--- config.mk ---
export PLATFORM = sky130hd
export DESIGN_NAME = fpga_board_status_ctrl
export DESIGN_NICKNAME = d
export VERILOG_FILES = /design/src/rtl/fpga_status_pkg.sv /design/src/rtl/fpga_rst_stretch.sv /design/src/rtl/fpga_board_status_ctrl.sv
export SDC_FILE = /design/constraint.sdc
export NUM_CORES = 1
export LEC_CHECK = 0
export ABC_CLOCK_PERIOD_IN_PS = 2800
export CAP_MARGIN = 10
export CORE_MARGIN = 3
export CORE_UTILIZATION = 55
export DETAILED_ROUTE_END_ITERATION = 8
export GPL_TIMING_DRIVEN = 0
export HOLD_SLACK_MARGIN = 0.12
export PLACE_DENSITY = 0.88
export SLEW_MARGIN = 20
export SYNTH_ARGS = -nofsm -noshare
export SYNTH_HDL_FRONTEND = slang
export SYNTH_HIERARCHICAL = 1
export SYNTH_SLANG_ARGS = --single-unit
--- constraint.sdc ---
create_clock -name clk_i -period 2.8 [get_ports clk_i]
set_input_delay 0.42 -clock clk_i [delete_from_list [all_inputs] [get_ports clk_i]]
set_output_delay 0.42 -clock clk_i [all_outputs]
set_load 0.005 [all_outputs]
--- src/rtl/fpga_status_pkg.sv ---
// Shared types, default cycle constants and helpers for the board status controller.
package fpga_status_pkg;

  typedef enum logic [2:0] {
    IDLE,
    PASS,
    BLINK_ON,
    BLINK_OFF,
    PAUSE
  } status_state_e;

  localparam int DEF_HB_CNT_WIDTH       = 27;
  localparam int DEF_RST_STRETCH_CYCLES = 16;
  localparam int DEF_EXIT_CODE_WIDTH    = 8;
  localparam int DEF_MAX_BLINKS         = 15;
  localparam int DEF_BLINK_ON_CYCLES    = 2**24;
  localparam int DEF_BLINK_OFF_CYCLES   = 2**24;
  localparam int DEF_PAUSE_CYCLES       = 2**26;

  function automatic logic [31:0] clamp_blinks(input logic [31:0] code, input int max_blinks);
    return (code > 32'(max_blinks)) ? 32'(max_blinks) : code;
  endfunction

endpackage

--- src/rtl/fpga_rst_stretch.sv ---
// Holds rst_hold high for CYCLES rising edges after rst_req deasserts.
module fpga_rst_stretch #(
  parameter int CYCLES = 16
) (
  input  logic clk,
  input  logic rst_req,
  output logic rst_hold
);

  localparam int CW = $clog2(CYCLES + 1);

  logic [CW-1:0] cnt;

  // A new request at any point restarts the count from zero.
  always_ff @(posedge clk) begin
    if (rst_req) begin
      cnt      <= '0;
      rst_hold <= 1'b1;
    end else if (rst_hold) begin
      if (cnt == CW'(CYCLES - 1)) rst_hold <= 1'b0;
      cnt <= cnt + CW'(1);
    end
  end

endmodule

--- src/rtl/fpga_board_status_ctrl.sv ---
// Board reset stretch, heartbeat and exit-code blink display.
// Optional GPIO-to-LED mirror enabled by defining FPGA_STATUS_GPIO_MIRROR_EN.
module fpga_board_status_ctrl
  import fpga_status_pkg::*;
#(
  parameter int HB_CNT_WIDTH       = DEF_HB_CNT_WIDTH,
  parameter int RST_STRETCH_CYCLES = DEF_RST_STRETCH_CYCLES,
  parameter int EXIT_CODE_WIDTH    = DEF_EXIT_CODE_WIDTH,
  parameter int MAX_BLINKS         = DEF_MAX_BLINKS,
  parameter int BLINK_ON_CYCLES    = DEF_BLINK_ON_CYCLES,
  parameter int BLINK_OFF_CYCLES   = DEF_BLINK_OFF_CYCLES,
  parameter int PAUSE_CYCLES       = DEF_PAUSE_CYCLES
) (
  input  logic                       clk_i,
  input  logic                       rst_i,
  input  logic                       clear_i,
  input  logic                       exit_valid_i,
  input  logic [31:0]                exit_value_i,
  input  logic [1:0]                 gpio_mirror_i,
  output logic                       rst_o,
  output logic                       hb_led_o,
  output logic                       rst_led_o,
  output logic                       status_led_o,
  output logic [1:0]                 aux_led_o,
  output logic [EXIT_CODE_WIDTH-1:0] exit_code_o,
  output logic                       done_o
);

  localparam int MAX_PH = (BLINK_ON_CYCLES > BLINK_OFF_CYCLES)
                          ? ((BLINK_ON_CYCLES > PAUSE_CYCLES) ? BLINK_ON_CYCLES : PAUSE_CYCLES)
                          : ((BLINK_OFF_CYCLES > PAUSE_CYCLES) ? BLINK_OFF_CYCLES : PAUSE_CYCLES);
  localparam int TW = $clog2(MAX_PH) + 1;
  localparam int BW = $clog2(MAX_BLINKS + 1);

  localparam logic [TW-1:0] ON_LD    = TW'(BLINK_ON_CYCLES - 1);
  localparam logic [TW-1:0] OFF_LD   = TW'(BLINK_OFF_CYCLES - 1);
  localparam logic [TW-1:0] PAUSE_LD = TW'(PAUSE_CYCLES - 1);

  logic                       rst_q;
  logic                       hold;
  logic [HB_CNT_WIDTH-1:0]    hb_cnt;
  status_state_e              state;
  logic [TW-1:0]              timer;
  logic [BW-1:0]              blinks;
  logic [BW-1:0]              remain;
  logic                       valid_q;
  logic                       capture;
  logic [EXIT_CODE_WIDTH-1:0] new_code;
  logic [BW-1:0]              new_blinks;
  logic                       unused_in;

  fpga_rst_stretch #(.CYCLES(RST_STRETCH_CYCLES)) u_rst_stretch (
    .clk      (clk_i),
    .rst_req  (rst_i),
    .rst_hold (rst_q)
  );

  // rst_i is folded in so every register clears on the same edge rst_q rises.
  assign hold      = rst_i | rst_q;
  assign rst_o     = rst_q;
  assign rst_led_o = rst_q;

  always_ff @(posedge clk_i) begin
    if (hold) hb_cnt <= '0;
    else      hb_cnt <= hb_cnt + HB_CNT_WIDTH'(1);
  end

  assign hb_led_o = hb_cnt[HB_CNT_WIDTH-1];

  assign capture    = exit_valid_i & ~valid_q;
  assign new_code   = exit_value_i[EXIT_CODE_WIDTH-1:0];
  assign new_blinks = BW'(clamp_blinks(32'(new_code), MAX_BLINKS));
  assign unused_in  = ^{exit_value_i, gpio_mirror_i};

  always_ff @(posedge clk_i) begin
    if (hold) begin
      state        <= IDLE;
      status_led_o <= 1'b0;
      done_o       <= 1'b0;
      exit_code_o  <= '0;
      blinks       <= '0;
      remain       <= '0;
      timer        <= '0;
      valid_q      <= 1'b0;
    end else begin
      valid_q <= exit_valid_i;
      // Clear has priority, so a coincident capture edge is dropped.
      if (clear_i) begin
        state        <= IDLE;
        status_led_o <= 1'b0;
        done_o       <= 1'b0;
        exit_code_o  <= '0;
      end else begin
        case (state)
          IDLE: begin
            if (capture) begin
              exit_code_o  <= new_code;
              done_o       <= 1'b1;
              status_led_o <= 1'b1;
              if (new_code == '0) begin
                state <= PASS;
              end else begin
                state  <= BLINK_ON;
                blinks <= new_blinks;
                remain <= new_blinks;
                timer  <= ON_LD;
              end
            end
          end
          PASS: status_led_o <= 1'b1;
          BLINK_ON: begin
            if (timer == '0) begin
              remain       <= remain - BW'(1);
              status_led_o <= 1'b0;
              if (remain > BW'(1)) begin
                state <= BLINK_OFF;
                timer <= OFF_LD;
              end else begin
                state <= PAUSE;
                timer <= PAUSE_LD;
              end
            end else begin
              timer <= timer - TW'(1);
            end
          end
          BLINK_OFF: begin
            if (timer == '0) begin
              state        <= BLINK_ON;
              status_led_o <= 1'b1;
              timer        <= ON_LD;
            end else begin
              timer <= timer - TW'(1);
            end
          end
          PAUSE: begin
            if (timer == '0) begin
              state        <= BLINK_ON;
              status_led_o <= 1'b1;
              remain       <= blinks;
              timer        <= ON_LD;
            end else begin
              timer <= timer - TW'(1);
            end
          end
          default: begin
            state        <= IDLE;
            status_led_o <= 1'b0;
          end
        endcase
      end
    end
  end

`ifdef FPGA_STATUS_GPIO_MIRROR_EN
  always_ff @(posedge clk_i) begin
    if (hold) aux_led_o <= '0;
    else      aux_led_o <= gpio_mirror_i;
  end
`else
  assign aux_led_o = '0;
`endif

endmodule

==> results.ini <==
[status]
status = completed

[sta]
slew_violations = 0
worstMarginPinSlew_ns = 0.868
fmax_mhz = 379
setup-violations-final = 0
relSlewSlack = 0.417
finalSetupTns_ns = 0
grt_setup_unrepaired = no
hold_violations = 0
fin_crit_sh = 0.942
layout_min_cycle_time_ns = 2.64
fin_skew_ns = 0.0122

[clock_tree]
clock_latency_ns = 0.36
numCtsBuffers = 9
clkSinkCount = 82
cts_tree = built
cts_root_buffer = clkbuf_8
cts_buffer_depth = 2
htree_levels = 3
postCtsSetupRepairBufs = 0
holdBufCountCts = 0
clk_pin_slew_ns = 0.08

[drt]
drtAntennaViolNets = 0
drt_iter0_drc = 309
vias = 3784
routed_wl_microns = 9670
drt_pass1_iterations = 6
avgViaCountPerCell = 6.16
drc = 0
wire_per_inst_microns = 15.8

[yosys]
ys_warn_count = 6
synth_seq_cells = 82
syn_area_sq_um = 4070
async_flop_share = 0
synth-edff-count = 0
syn_avg_cell_area_sq_um = 8.52
dominantRegCellSynth = dfxtp_1
synthCells = 478
synth.distinct_cells = 69
ys_seq_area_frac = 0.403

[finish]
instances_no_fill = 614
fin_nets = 559
final_area_sq_um = 4680
num_antenna_cells = 0
multi_input_area_sq_um = 2300
utilization = 0.671
fillers = 549
syn_to_final_growth_pct = 15.0
ff_latch_area_sq_um = 1640
drive_gt1_frac = 0.0714

[floorplanning]
dieArea_sq_um = 8480
start_util = 0.584
row_count = 30
die_x_microns = 92.1
core_area_sq_um = 6980
die_y_microns = 92.1
io_pins = 53

[global_routing]
grt_max_degree = 14
grt_pass1_vias = 3599
grt.total_usage = 0.237
antenna_found_initial = 0
grt_pass1_wl_microns = 16400
overflow = 0

[critical_path]
cp_cell_sequence = inv_1 > ha_1 > or4b_1 > nor4_4 > nand3_1 > a31o_1 > or2_1 > clkbuf_2 > o21ai_0
end_kind = flip-flop
crit_slowest_cell = or4b_1
crit_fanout = 10
required_ns = 3.08
cp-start-kind = flip-flop
arrival_ns = 2.92
worst-setup-path-type = flip-flop to flip-flop
cp_num_buf_inv = 2
max_stage_delay_ns = 0.51
crit_family = simple AND/OR/NAND/NOR gates

[hold_path]
hp-class = flip-flop to flip-flop

[pwr]
power_density_nw_per_um2 = 488
ir_drop_mv = 0.352
power_leakage_nw = 1.74

[placement]
portBuffers = 24
dp_hpwl_microns = 6530
placed_area_sq_um = 4440
gp_congestion = 0.940
place_inst = 599

[job]
drv_cap = 0

## cell usage after synthesis, drive strengths merged, types with 4 or more instances
master | number | area share
dfxtp | 82 | 0.40
nor2 | 60 | 0.055
nand2 | 37 | 0.036
o21ai | 36 | 0.044
xor2 | 33 | 0.071
a21oi | 26 | 0.032
nand3 | 24 | 0.029
clkbuf | 14 | 0.014
nor3 | 13 | 0.016
xnor2 | 13 | 0.028
nand4 | 11 | 0.021
inv | 10 | 0.0092
buf | 9 | 0.013
ha | 7 | 0.021
or3 | 7 | 0.011
or4 | 7 | 0.016
and3 | 6 | 0.0092
nor2b | 6 | 0.0092
nand2b | 5 | 0.0095
nor4 | 5 | 0.011
a221oi | 4 | 0.0086
mux2i | 4 | 0.0098
nand3b | 4 | 0.0074
nand4b | 4 | 0.0086
or2 | 4 | 0.0061
## stage by stage
step / setup WS (ns) / total power, mW / hold slack (ns)
3_5_place_dp: -0.421 / 1.30 / 0.448
4_1_cts: 0.145 / 2.29 / 0.457
6_report: 0.162 / 2.29 / 0.457
5_1_grt: 0.0222 / 2.36 / 0.484
3_3_place_gp: -0.361 / 1.30 / 0.441
2_1_floorplan: 0.491 / 1.27 / 0.426
## sequential cells by signal (all words and copies together), names as in the netlist, 3 cells and up
name / flops
blinks: 4
hb_cnt: 27
remain: 4
state: 3
exit_code_o: 8
timer: 27
u_rst_stretch/cnt: 5
## worst reg2reg max path, delay by kind of cell (launching register included)
kind / cells / cell delay (ns)
adders and majority gates: 1 / 0.18
AOI/OAI and AO/OA: 2 / 0.38
DFF: 1 / 0.33
buffers and inverters: 2 / 0.29
and+or+nand+nor: 4 / 1.38
## power by group
group          switching [mW]  internal (mW)
logic                  0.0558         0.0479
registers             0.00475           1.17
clock network           0.421          0.588
## logic make-up (layout without fill, tap and decap cells)
logic type | count (synthesis) | after routing | synth area share
compound gates | 99 | 99 | 0.154
xor+xnor | 46 | 46 | 0.0989
fa+ha+maj | 8 | 8 | 0.0243
buf+inv | 34 | 73 | 0.0369
flops | 82 | 82 | 0.403
mux | 5 | 5 | 0.0135
other cells | 1 | 2 | 0.000920
simple gates | 203 | 203 | 0.269
## area by class of cell
class | count | area share
buffer | 23 | 0.0232
clock buffer | 10 | 0.0272
clock inverter | 5 | 0.0222
inverter | 11 | 0.00881
multi-input combinational | 363 | 0.491
sequential | 82 | 0.350
tap | 96 | 0.0256
timing repair buffer | 24 | 0.0513
## timing repair
action,CTS,global route
gates resized for setup,1,1
setup endpoints to repair,7,17
cloned,0,0
pin swaps,0,1
## worst paths after layout
kind	from	endpoint	slack [ns]	cells after the start
min reg2reg	exit_code_o[5]	exit_code_o[5]	0.46	2
max	timer[0]	timer[23]	0.16	9
min	exit_code_o[5]	exit_code_o[5]	0.46	2
max reg2reg	timer[0]	timer[23]	0.16	9
## routing by layer
| metal | GRT usage | routed length (microns) |
|---|---|---|
| met1 | 0.284 | 3920 |
| met2 | 0.410 | 4710 |
| met3 | 0.0517 | 754 |
| met4 | 0.0941 | 283 |
| met5 | 0 | 0 |
## cell usage in the layout (no fill, tap or decap), types with 4 or more instances in the layout
master and instances:
dfxtp_1 82, nor2_1 60, nand2_1 36, o21ai_0 34
xor2_1 33, a21oi_1 26, nand3_1 24, clkdlybuf4s50_1 24
xnor2_1 13, nor3_1 13, clkbuf_1 13, inv_1 10
nand4_1 10, clkbuf_8 9, or3_1 7, ha_1 7
nor2b_1 6, and3_1 6, a221oi_1 4, nand2b_1 4
buf_1 4, or4_1 4, mux2i_1 4, nand3b_1 4
nand4b_1 4
(Power assumes the default switching activity.)
